--- config.mk ---
export PLATFORM = sky130hd
export DESIGN_NAME = sdram_burst_master
export DESIGN_NICKNAME = d
export VERILOG_FILES = /design/src/rtl/sdram_burst_master.sv
export SDC_FILE = /design/constraint.sdc
export NUM_CORES = 1
export LEC_CHECK = 0
export ABC_AREA = 1
export CAP_MARGIN = 20
export CORE_UTILIZATION = 40
export DETAILED_ROUTE_END_ITERATION = 8
export SLEW_MARGIN = 20
export SYNTH_ARGS = -nofsm -noshare
export SYNTH_HDL_FRONTEND = slang
export SYNTH_SLANG_ARGS = --single-unit
--- constraint.sdc ---
create_clock -name clock -period 3.7 [get_ports clock]
set_clock_uncertainty 0.15 [all_clocks]
set_input_delay 0.74 -clock clock [delete_from_list [all_inputs] [get_ports clock]]
set_output_delay 0.74 -clock clock [all_outputs]
set_load 0.02 [all_outputs]
--- src/rtl/sdram_burst_master.sv ---
// SDRAM burst master: runs one read/write burst (with auto-precharge), refresh
// or load-mode sequence per request and inserts periodic refreshes.
// All SDRAM-side outputs are registered; the comb block computes the next
// cycle's values from the current cycle index within the sequence.
module sdram_burst_master #(
    parameter int ADDR_WIDTH       = 11,
    parameter int DATA_WIDTH       = 16,
    parameter int BANKSEL_WIDTH    = 2,
    parameter int COL_WIDTH        = 8,
    parameter int BURST_LEN        = 4,
    parameter int CAS_LAT          = 2,
    parameter int T_RCD            = 2,
    parameter int T_RP             = 2,
    parameter int T_WR             = 2,
    parameter int T_RFC            = 7,
    parameter int T_MRD            = 2,
    parameter int REFRESH_INTERVAL = 780
) (
    input  logic                     clock,
    input  logic                     reset,
    input  logic                     req_valid,
    output logic                     req_ready,
    input  logic [1:0]               req_op,
    input  logic [BANKSEL_WIDTH-1:0] req_bank,
    input  logic [ADDR_WIDTH-1:0]    req_row,
    input  logic [COL_WIDTH-1:0]     req_col,
    input  logic [ADDR_WIDTH-1:0]    req_mode,
    output logic                     wdata_ready,
    input  logic [DATA_WIDTH-1:0]    wdata,
    input  logic [DATA_WIDTH/8-1:0]  wmask,
    output logic                     rd_valid,
    output logic [DATA_WIDTH-1:0]    rd_data,
    output logic                     cke,
    output logic                     cs_n,
    output logic                     ras_n,
    output logic                     cas_n,
    output logic                     we_n,
    output logic [BANKSEL_WIDTH-1:0] bs,
    output logic [ADDR_WIDTH-1:0]    addr,
    output logic [DATA_WIDTH/8-1:0]  dqm,
    output logic [DATA_WIDTH-1:0]    dq_o,
    output logic                     dq_oe,
    input  logic [DATA_WIDTH-1:0]    dq_i
);

    typedef enum logic [2:0] {S_IDLE, S_READ, S_WRITE, S_REFRESH, S_LOADMODE} state_t;

    // {cs_n, ras_n, cas_n, we_n}
    localparam logic [3:0] CMD_NOP  = 4'b0111;
    localparam logic [3:0] CMD_ACT  = 4'b0011;
    localparam logic [3:0] CMD_READ = 4'b0101;
    localparam logic [3:0] CMD_WRIT = 4'b0100;
    localparam logic [3:0] CMD_PRE  = 4'b0010;
    localparam logic [3:0] CMD_AREF = 4'b0001;
    localparam logic [3:0] CMD_LMR  = 4'b0000;
    localparam logic [3:0] CMD_DESL = 4'b1111;

    localparam logic [ADDR_WIDTH-1:0] A10 = ADDR_WIDTH'(1024);

    // Cycle indices relative to c0 (the cycle showing the first command)
    localparam logic [31:0] RCD          = 32'(T_RCD);
    localparam logic [31:0] RD_FIRST     = 32'(T_RCD + CAS_LAT);
    localparam logic [31:0] RD_LAST      = 32'(T_RCD + CAS_LAT + BURST_LEN - 1);
    localparam logic [31:0] RD_DONE      = 32'(T_RCD + CAS_LAT + BURST_LEN - 1 + T_RP + 1);
    localparam logic [31:0] WR_RDY_FIRST = 32'(T_RCD - 1);
    localparam logic [31:0] WR_RDY_LAST  = 32'(T_RCD + BURST_LEN - 2);
    localparam logic [31:0] WR_DONE      = 32'(T_RCD + BURST_LEN - 1 + T_WR + T_RP + 1);
    localparam logic [31:0] RP           = 32'(T_RP);
    localparam logic [31:0] REF_DONE     = 32'(T_RP + T_RFC);
    localparam logic [31:0] LMR_DONE     = 32'(T_MRD);
    localparam logic [31:0] TIMER_RELOAD = 32'(REFRESH_INTERVAL - 1);

    state_t                     state_q, state_d;
    logic [31:0]                cnt_q, cnt_d;
    logic [31:0]                timer_q, timer_d;
    logic                       pending_q, pending_d;
    logic [BANKSEL_WIDTH-1:0]   bank_q, bank_d;
    logic [COL_WIDTH-1:0]       col_q, col_d;
    logic [3:0]                 cmd_q, cmd_d;
    logic                       cke_q;
    logic [BANKSEL_WIDTH-1:0]   bs_q, bs_d;
    logic [ADDR_WIDTH-1:0]      addr_q, addr_d;
    logic [DATA_WIDTH/8-1:0]    dqm_q, dqm_d;
    logic [DATA_WIDTH-1:0]      dq_o_q, dq_o_d;
    logic                       dq_oe_q, dq_oe_d;
    logic                       req_ready_q, req_ready_d;
    logic                       wdata_ready_q, wdata_ready_d;
    logic                       rd_valid_q, rd_valid_d;
    logic [DATA_WIDTH-1:0]      rd_data_q, rd_data_d;
    logic [31:0]                n;
    logic                       go_idle;
    logic                       ref_start;

    // Next-state, next-output and refresh-timer logic
    always_comb begin
        state_d       = state_q;
        n             = cnt_q + 32'd1;
        cnt_d         = n;
        bank_d        = bank_q;
        col_d         = col_q;
        cmd_d         = CMD_NOP;
        bs_d          = '0;
        addr_d        = '0;
        dqm_d         = '0;
        dq_o_d        = '0;
        dq_oe_d       = 1'b0;
        rd_valid_d    = 1'b0;
        rd_data_d     = rd_data_q;
        wdata_ready_d = 1'b0;
        go_idle       = 1'b0;
        ref_start     = 1'b0;

        unique case (state_q)
            S_IDLE: begin
                if (pending_q) begin
                    ref_start = 1'b1;
                    state_d   = S_REFRESH;
                    cnt_d     = '0;
                    cmd_d     = CMD_PRE;
                    addr_d    = A10;
                end else if (req_valid && req_ready_q) begin
                    cnt_d = '0;
                    case (req_op)
                        2'b00, 2'b01: begin
                            state_d       = (req_op == 2'b00) ? S_READ : S_WRITE;
                            cmd_d         = CMD_ACT;
                            bs_d          = req_bank;
                            addr_d        = req_row;
                            bank_d        = req_bank;
                            col_d         = req_col;
                            // with T_RCD=1 the first data slot already opens at c0
                            wdata_ready_d = (req_op == 2'b01) && (WR_RDY_FIRST == '0);
                        end
                        2'b10: begin
                            ref_start = 1'b1;
                            state_d   = S_REFRESH;
                            cmd_d     = CMD_PRE;
                            addr_d    = A10;
                        end
                        default: begin
                            state_d = S_LOADMODE;
                            cmd_d   = CMD_LMR;
                            addr_d  = req_mode;
                        end
                    endcase
                end else begin
                    go_idle = 1'b1;
                end
            end
            S_READ: begin
                if (n == RCD) begin
                    cmd_d  = CMD_READ;
                    bs_d   = bank_q;
                    addr_d = A10 | ADDR_WIDTH'(col_q);
                end
                if (cnt_q >= RD_FIRST && cnt_q <= RD_LAST) begin
                    rd_valid_d = 1'b1;
                    rd_data_d  = dq_i;
                end
                if (n == RD_DONE) begin
                    state_d = S_IDLE;
                    go_idle = 1'b1;
                end
            end
            S_WRITE: begin
                if (n == RCD) begin
                    cmd_d  = CMD_WRIT;
                    bs_d   = bank_q;
                    addr_d = A10 | ADDR_WIDTH'(col_q);
                end
                wdata_ready_d = (n >= WR_RDY_FIRST) && (n <= WR_RDY_LAST);
                if (wdata_ready_q) begin
                    dq_oe_d = 1'b1;
                    dq_o_d  = wdata;
                    dqm_d   = wmask;
                end
                if (n == WR_DONE) begin
                    state_d = S_IDLE;
                    go_idle = 1'b1;
                end
            end
            S_REFRESH: begin
                if (n == RP) cmd_d = CMD_AREF;
                if (n == REF_DONE) begin
                    state_d = S_IDLE;
                    go_idle = 1'b1;
                end
            end
            S_LOADMODE: begin
                if (n == LMR_DONE) begin
                    state_d = S_IDLE;
                    go_idle = 1'b1;
                end
            end
        endcase

        // Starting a refresh wins over a coincident expiry; expiry while
        // already pending just reloads.
        if (ref_start) begin
            timer_d   = TIMER_RELOAD;
            pending_d = 1'b0;
        end else if (timer_q == '0) begin
            timer_d   = TIMER_RELOAD;
            pending_d = 1'b1;
        end else begin
            timer_d   = timer_q - 32'd1;
            pending_d = pending_q;
        end

        req_ready_d = go_idle && !pending_d;
    end

    // State and output registers with synchronous reset
    always_ff @(posedge clock) begin
        if (reset) begin
            state_q       <= S_IDLE;
            cnt_q         <= '0;
            timer_q       <= TIMER_RELOAD;
            pending_q     <= 1'b0;
            bank_q        <= '0;
            col_q         <= '0;
            cmd_q         <= CMD_DESL;
            cke_q         <= 1'b1;
            bs_q          <= '0;
            addr_q        <= '0;
            dqm_q         <= '0;
            dq_o_q        <= '0;
            dq_oe_q       <= 1'b0;
            req_ready_q   <= 1'b0;
            wdata_ready_q <= 1'b0;
            rd_valid_q    <= 1'b0;
            rd_data_q     <= '0;
        end else begin
            state_q       <= state_d;
            cnt_q         <= cnt_d;
            timer_q       <= timer_d;
            pending_q     <= pending_d;
            bank_q        <= bank_d;
            col_q         <= col_d;
            cmd_q         <= cmd_d;
            cke_q         <= 1'b1;
            bs_q          <= bs_d;
            addr_q        <= addr_d;
            dqm_q         <= dqm_d;
            dq_o_q        <= dq_o_d;
            dq_oe_q       <= dq_oe_d;
            req_ready_q   <= req_ready_d;
            wdata_ready_q <= wdata_ready_d;
            rd_valid_q    <= rd_valid_d;
            rd_data_q     <= rd_data_d;
        end
    end

    assign {cs_n, ras_n, cas_n, we_n} = cmd_q;
    assign cke         = cke_q;
    assign bs          = bs_q;
    assign addr        = addr_q;
    assign dqm         = dqm_q;
    assign dq_o        = dq_o_q;
    assign dq_oe       = dq_oe_q;
    assign req_ready   = req_ready_q;
    assign wdata_ready = wdata_ready_q;
    assign rd_valid    = rd_valid_q;
    assign rd_data     = rd_data_q;

endmodule

; ---- Yosys cells after proc, flatten, opt, wreduce, memory -nomap -nowiden
; Cells that the tools add are included.
[totals]
regBits = 133
mem_count = 0
mem_bits_ro = 0
in_bits = 71
ram_bits = 0
latch_bits = 0
word_cells = 98
[op_classes]
addsub = 2
n_eq_ne = 13
bitwise = 4
muxes = 42
order_cmp = 4
multipliers = 0
div_mod_pow = 0
n_shift = 0
n_reduce_logical = 17
[op_table]
columns = operator, count
row1 = $mux 32, 3
row2 = $eq 32x4->1 const B, 2
row3 = $le 32x3->1 const B, 2
row4 = $pmux 11 s2, 2
row5 = $mux 11, 3
row6 = $add 32x1->32 const B, 1
row7 = $eq 32x2->1 const B, 1
row8 = $ge 32x1->1 const B, 1
row9 = $ge 32x3->1 const B, 1
row10 = $logic_not 32->1, 1
row11 = $sub 32x1->32 const B, 1
row12 = $mux 3, 8
row13 = $pmux 3 s4, 2
row14 = $mux 2, 7
row15 = $mux 1, 13
row16 = $pmux 2 s2, 2
row17 = $reduce_and 4->1, 2
row18 = $reduce_or 2->1, 4
row19 = $eq 3x2->1 const B, 2
row20 = $pmux 3 s2, 1
row21 = $reduce_or 3->1, 2
row22 = $logic_and 1x1->1, 4
row23 = $ne 2x2->1 const B, 2
row24 = $not 1->1, 4
row25 = 11 further kinds, 11

; ---- Depth between registers and ports, before layout
[depth]
word_depth = 8
mapped_depth = 18

; ---- Worst setup path after synthesis
; OpenSTA, ideal clock, no wires.
[synth_path]
path_type = reg2reg
startpoint = register cnt_q[0]
endpoint = register state_q[0]
arrival_ps = 2010
path_stages_with_launch = 17
setup_time_ps = 113
setup_slack_ps = 1427
period_less_slack_ps = 2273
path_cell_list = dfxtp_1 -> ha_1 -> nand2_2 -> nor2_4 -> nand2_1 -> nor2_4 -> nand2_1 -> nand2_1 -> nand2_1 -> nor2_1 -> nand2_1 -> nor2_4 -> nand3_1 -> a21oi_1 -> nand3_1 -> nand2_1 -> nor2_1
[synth_between]
elab_chain_len = 4
[synth_lines]
columns = element, line
row1 = "start, declared", 74  ; logic [31:0] cnt_q, cnt_d;
row2 = "start signal, assigned", 235  ; cnt_q <= cnt_d;
row3 = $add 32x1->32 (*), 97  ; n = cnt_q + 32'd1;
row4 = "$eq 32x4->1, or another cell as far along", 184  ; if (n == REF_DONE) begin
row5 = $ne 2x2->1 (no line) or $ne 2x1->1 (tied branches), n/a
row6 = $reduce_and 4->1 (no line) (*), n/a
row7 = "end signal, assigned", 234  ; state_q <= state_d;
row8 = "end, declared", 73  ; state_t state_q, state_d;
; Every way passes the cells marked *; elsewhere a longest branch is shown, timed or not.
; A chain may end at the register's enable or synchronous reset.

; ---- Worst setup path after layout
[layout_path]
startpoint = register cnt_q[0]
endpoint = register addr_q[2] (netlist: addr[2])
[layout_between]
elab_chain_len = 4
[layout_lines]
columns = element, line
row1 = $add 32x1->32, 97
row2 = $eq 32x2->1, "151, 166"
row3 = $mux 11, "151, 166"
row4 = $pmux 11 s2, 113  ; unique case (state_q)
row5 = "end signal, assigned", 243  ; addr_q <= addr_d;
row6 = "end, declared", 82  ; logic [ADDR_WIDTH-1:0] addr_q, addr_d;
; No other way between the ends.

==> metrics.yaml <==
required_ns: 3.89
synthMuxAreaShare_pct: 0
holdPathEnd: "timer_q[0]"
synth_xor_area_share_pct: 2.40
placed_area_sq_mm: 0.00767
min_period_ns: 2.78
drc: 0
synth_adder_area_share_pct: 2.01
period_share_pct: 75.1
syn_nets: 975
hold_viol: 0
powerDensity_mw_per_mm2: 491
drtPass1Iterations: 5
dieWidth_um: 127
hold_ws_ns: 0.260
numCtsBuffers: 17
start_kind: "register"
wl_per_cell_um: 12.8
maxSlewViolCount: 0
status: "finished, final reports clean"
tightestPinTransition_ns: 0.596
ys_warn_count: 0
yosys.area_share.simple_pct: 33.9
worstReg2RegEnd: "addr[2]"
port_buffers: 125
cts_tree: "yes"
multi_input_area_sq_mm: 0.00302
reg2regPathDepth: 15
grt_pass1_vias: 5482
max_cap_violations: 0
syn_inst: 894
die-area_sq_mm: 0.0160
synth_largest_area_cell: "dfxtp_1"
hold_buffers: 0
clock_path_buffers: 2
drt_iter0_drc: 302
nets: 1107
syn_to_final_growth_pct: 33.1
setup_tns_ns: 0
stdcell_area_sq_mm: 0.00827
worst_setup_path_end_kind: "register"
dp_hpwl_mm: 11.6
crit_type: "register to register"
slew-limit-headroom_pct: 60.0
synth.most_common_cell: "nor2_1"
wl_mm: 15.7
postLayoutCoreUtil_pct: 54.4
grt_overflow_total: 0
drive_gt1_share_pct: 6.06
antenna_left: 0
fp.coreArea_sq_mm: 0.0152
rsz0062_at_grt: "false"
grt_max_degree: 33
timing.fmax_mhz: 360
synth-compound-area-share_pct: 10.2
fp.dieH_um: 127
setup_viol: 0
arrival_ns: 2.97
synthTopCellsByArea: "dfxtp_1 (43%), nor2_1 (12%), nand2_1 (11%)"
register_area_sq_mm: 0.00266
root_buffer: "clkbuf_16"
syn-cell-area_sq_mm: 0.00621
cts_max_level: 4
hold_start: "timer_q[0]"
num_io_pins: 127
post_cts_buffers: 0
synth_top_family_by_area: "simple AND/OR/NAND/NOR gates"
num_antenna_cells: 0
ys_seq_elements: 133
cp_max_fo: 11
cts.sinks: 133
fillCellCount: 1506
vdd_drop_max_uv: 336
clk_pin_slew_ns: 0.06
timing.rr.start: "cnt_q[0]"
ys_types: 37
ys.flop_type: "dfxtp_1"
synth_commonest_cells: "nor2_1 (193), nand2_1 (190), dfxtp_1 (133)"
start_util_pct: 40.8
p_leak_nw: 3.53
yosysSeqAreaShare_pct: 42.9
insertion_delay_ns: 0.42
hold_path_class: "register to register"
netlist.area_leader.share_pct: 42.9
grt_pass1_wl_mm: 26.3
antenna_found_initial: 0
synth_edf_count: 0
routabilityCongestion: 0.830
whs_path_depth: 1
grtUsageTotal_pct: 20.7
avgSynthCellArea_sq_um: 6.95
reg2reg_slack_ns: 0.92
synth-async-reset-ratio_pct: 0
fp-row-count: 45
num_vias: 5836
viasPerCell: 4.76
cts.repair.resized: 0
[critical path, stage by stage (launching register included)]
cell     delay, ns
dfxtp_1       0.42
ha_1          0.24
nand3_1       0.15
nor2_2        0.22
nand2_1       0.14
inv_1         0.11
nand2_1       0.07
nand2_1       0.09
nand2_1       0.07
nor2_1        0.10
nand2_1       0.10
nor2_4        0.20
nand3_4       0.14
nor2_4        0.26
nand2_1       0.11
a21oi_1       0.15
[report_power, final]
group	switching, W	leakage, nW	total, W	internal [W]
Clock	0.000682	0.269	0.00169	0.00101
Sequential	0.0000662	1.08	0.00158	0.00152
Combinational	0.000486	2.19	0.000791	0.000304
Total	0.00123	3.53	0.00406	0.00283
[per-layer routing]
layer	part of all wire [%]	global-route usage [%]	wire length (um)
met2	47	34.5	7280
met5	0	0	0
met3	4.1	4.89	639
met4	1.0	5.95	163
met1	48	26.6	7560
[worst max-delay path by stage]
stage | end | slack [ns] | depth (start not counted) | startpoint
after CTS | addr[2] | 0.95 | 15 | cnt_q[0]
after floorplan | state_q[0] | 1.43 | 16 | cnt_q[0]
after global placement | col_q[0] | 0.82 | 9 | req_valid
final | addr[2] | 0.92 | 15 | cnt_q[0]
after detailed placement | bank_q[0] | 0.85 | 9 | req_valid
after global routing | addr[2] | 0.64 | 15 | cnt_q[0]
[placed cells by master, fill, tap and decap left out, types with 6 or more instances in the layout]
cell type,n
a211oi_1,17
a21oi_1,42
a32oi_1,7
buf_4,6
clkbuf_16,17
clkdlybuf4s50_1,125
clkinvlp_4,7
dfxtp_1,133
ha_1,10
inv_1,120
nand2_1,190
nand3_1,29
nand3b_1,10
nand4_1,8
nor2_1,193
nor2_2,10
nor2_4,8
nor3_1,19
nor4_1,9
o21ai_0,22
xnor2_1,6
xor2_1,11
[through the flow]
stage / total power (W) / std cells / setup slack (ns)
after detailed placement: 0.00240 / 1195 / 0.853
after global routing: 0.00428 / 1227 / 0.643
after CTS: 0.00410 / 1227 / 0.952
after floorplan: 0.00211 / 894 / 1.43
final: 0.00406 / 1227 / 0.920
after global placement: 0.00240 / 1195 / 0.817
[registers in the layout, indices dropped and copies added (netlist names), 3 cells and up]
name / count
addr: 11
cmd_q: 4
cnt_q: 32
col_q: 8
dq_o: 16
rd_data: 16
state_q: 3
timer_q: 32
[kinds of logic after synthesis]
family / count (synthesis)
other cells: 1
buf+inv: 139
simple gates: 488
compound gates: 106
xor+xnor: 17
fa+ha+maj: 10
flops: 133
[cell type report]
class	instances	area share (%)
inverter	121	5.49
tap	188	2.85
sequential	133	32.2
clock inverter	15	2.06
timing repair buffer	131	15.7
clock buffer	17	5.15
multi-input combinational	622	36.6
(Power assumes the default switching activity.)
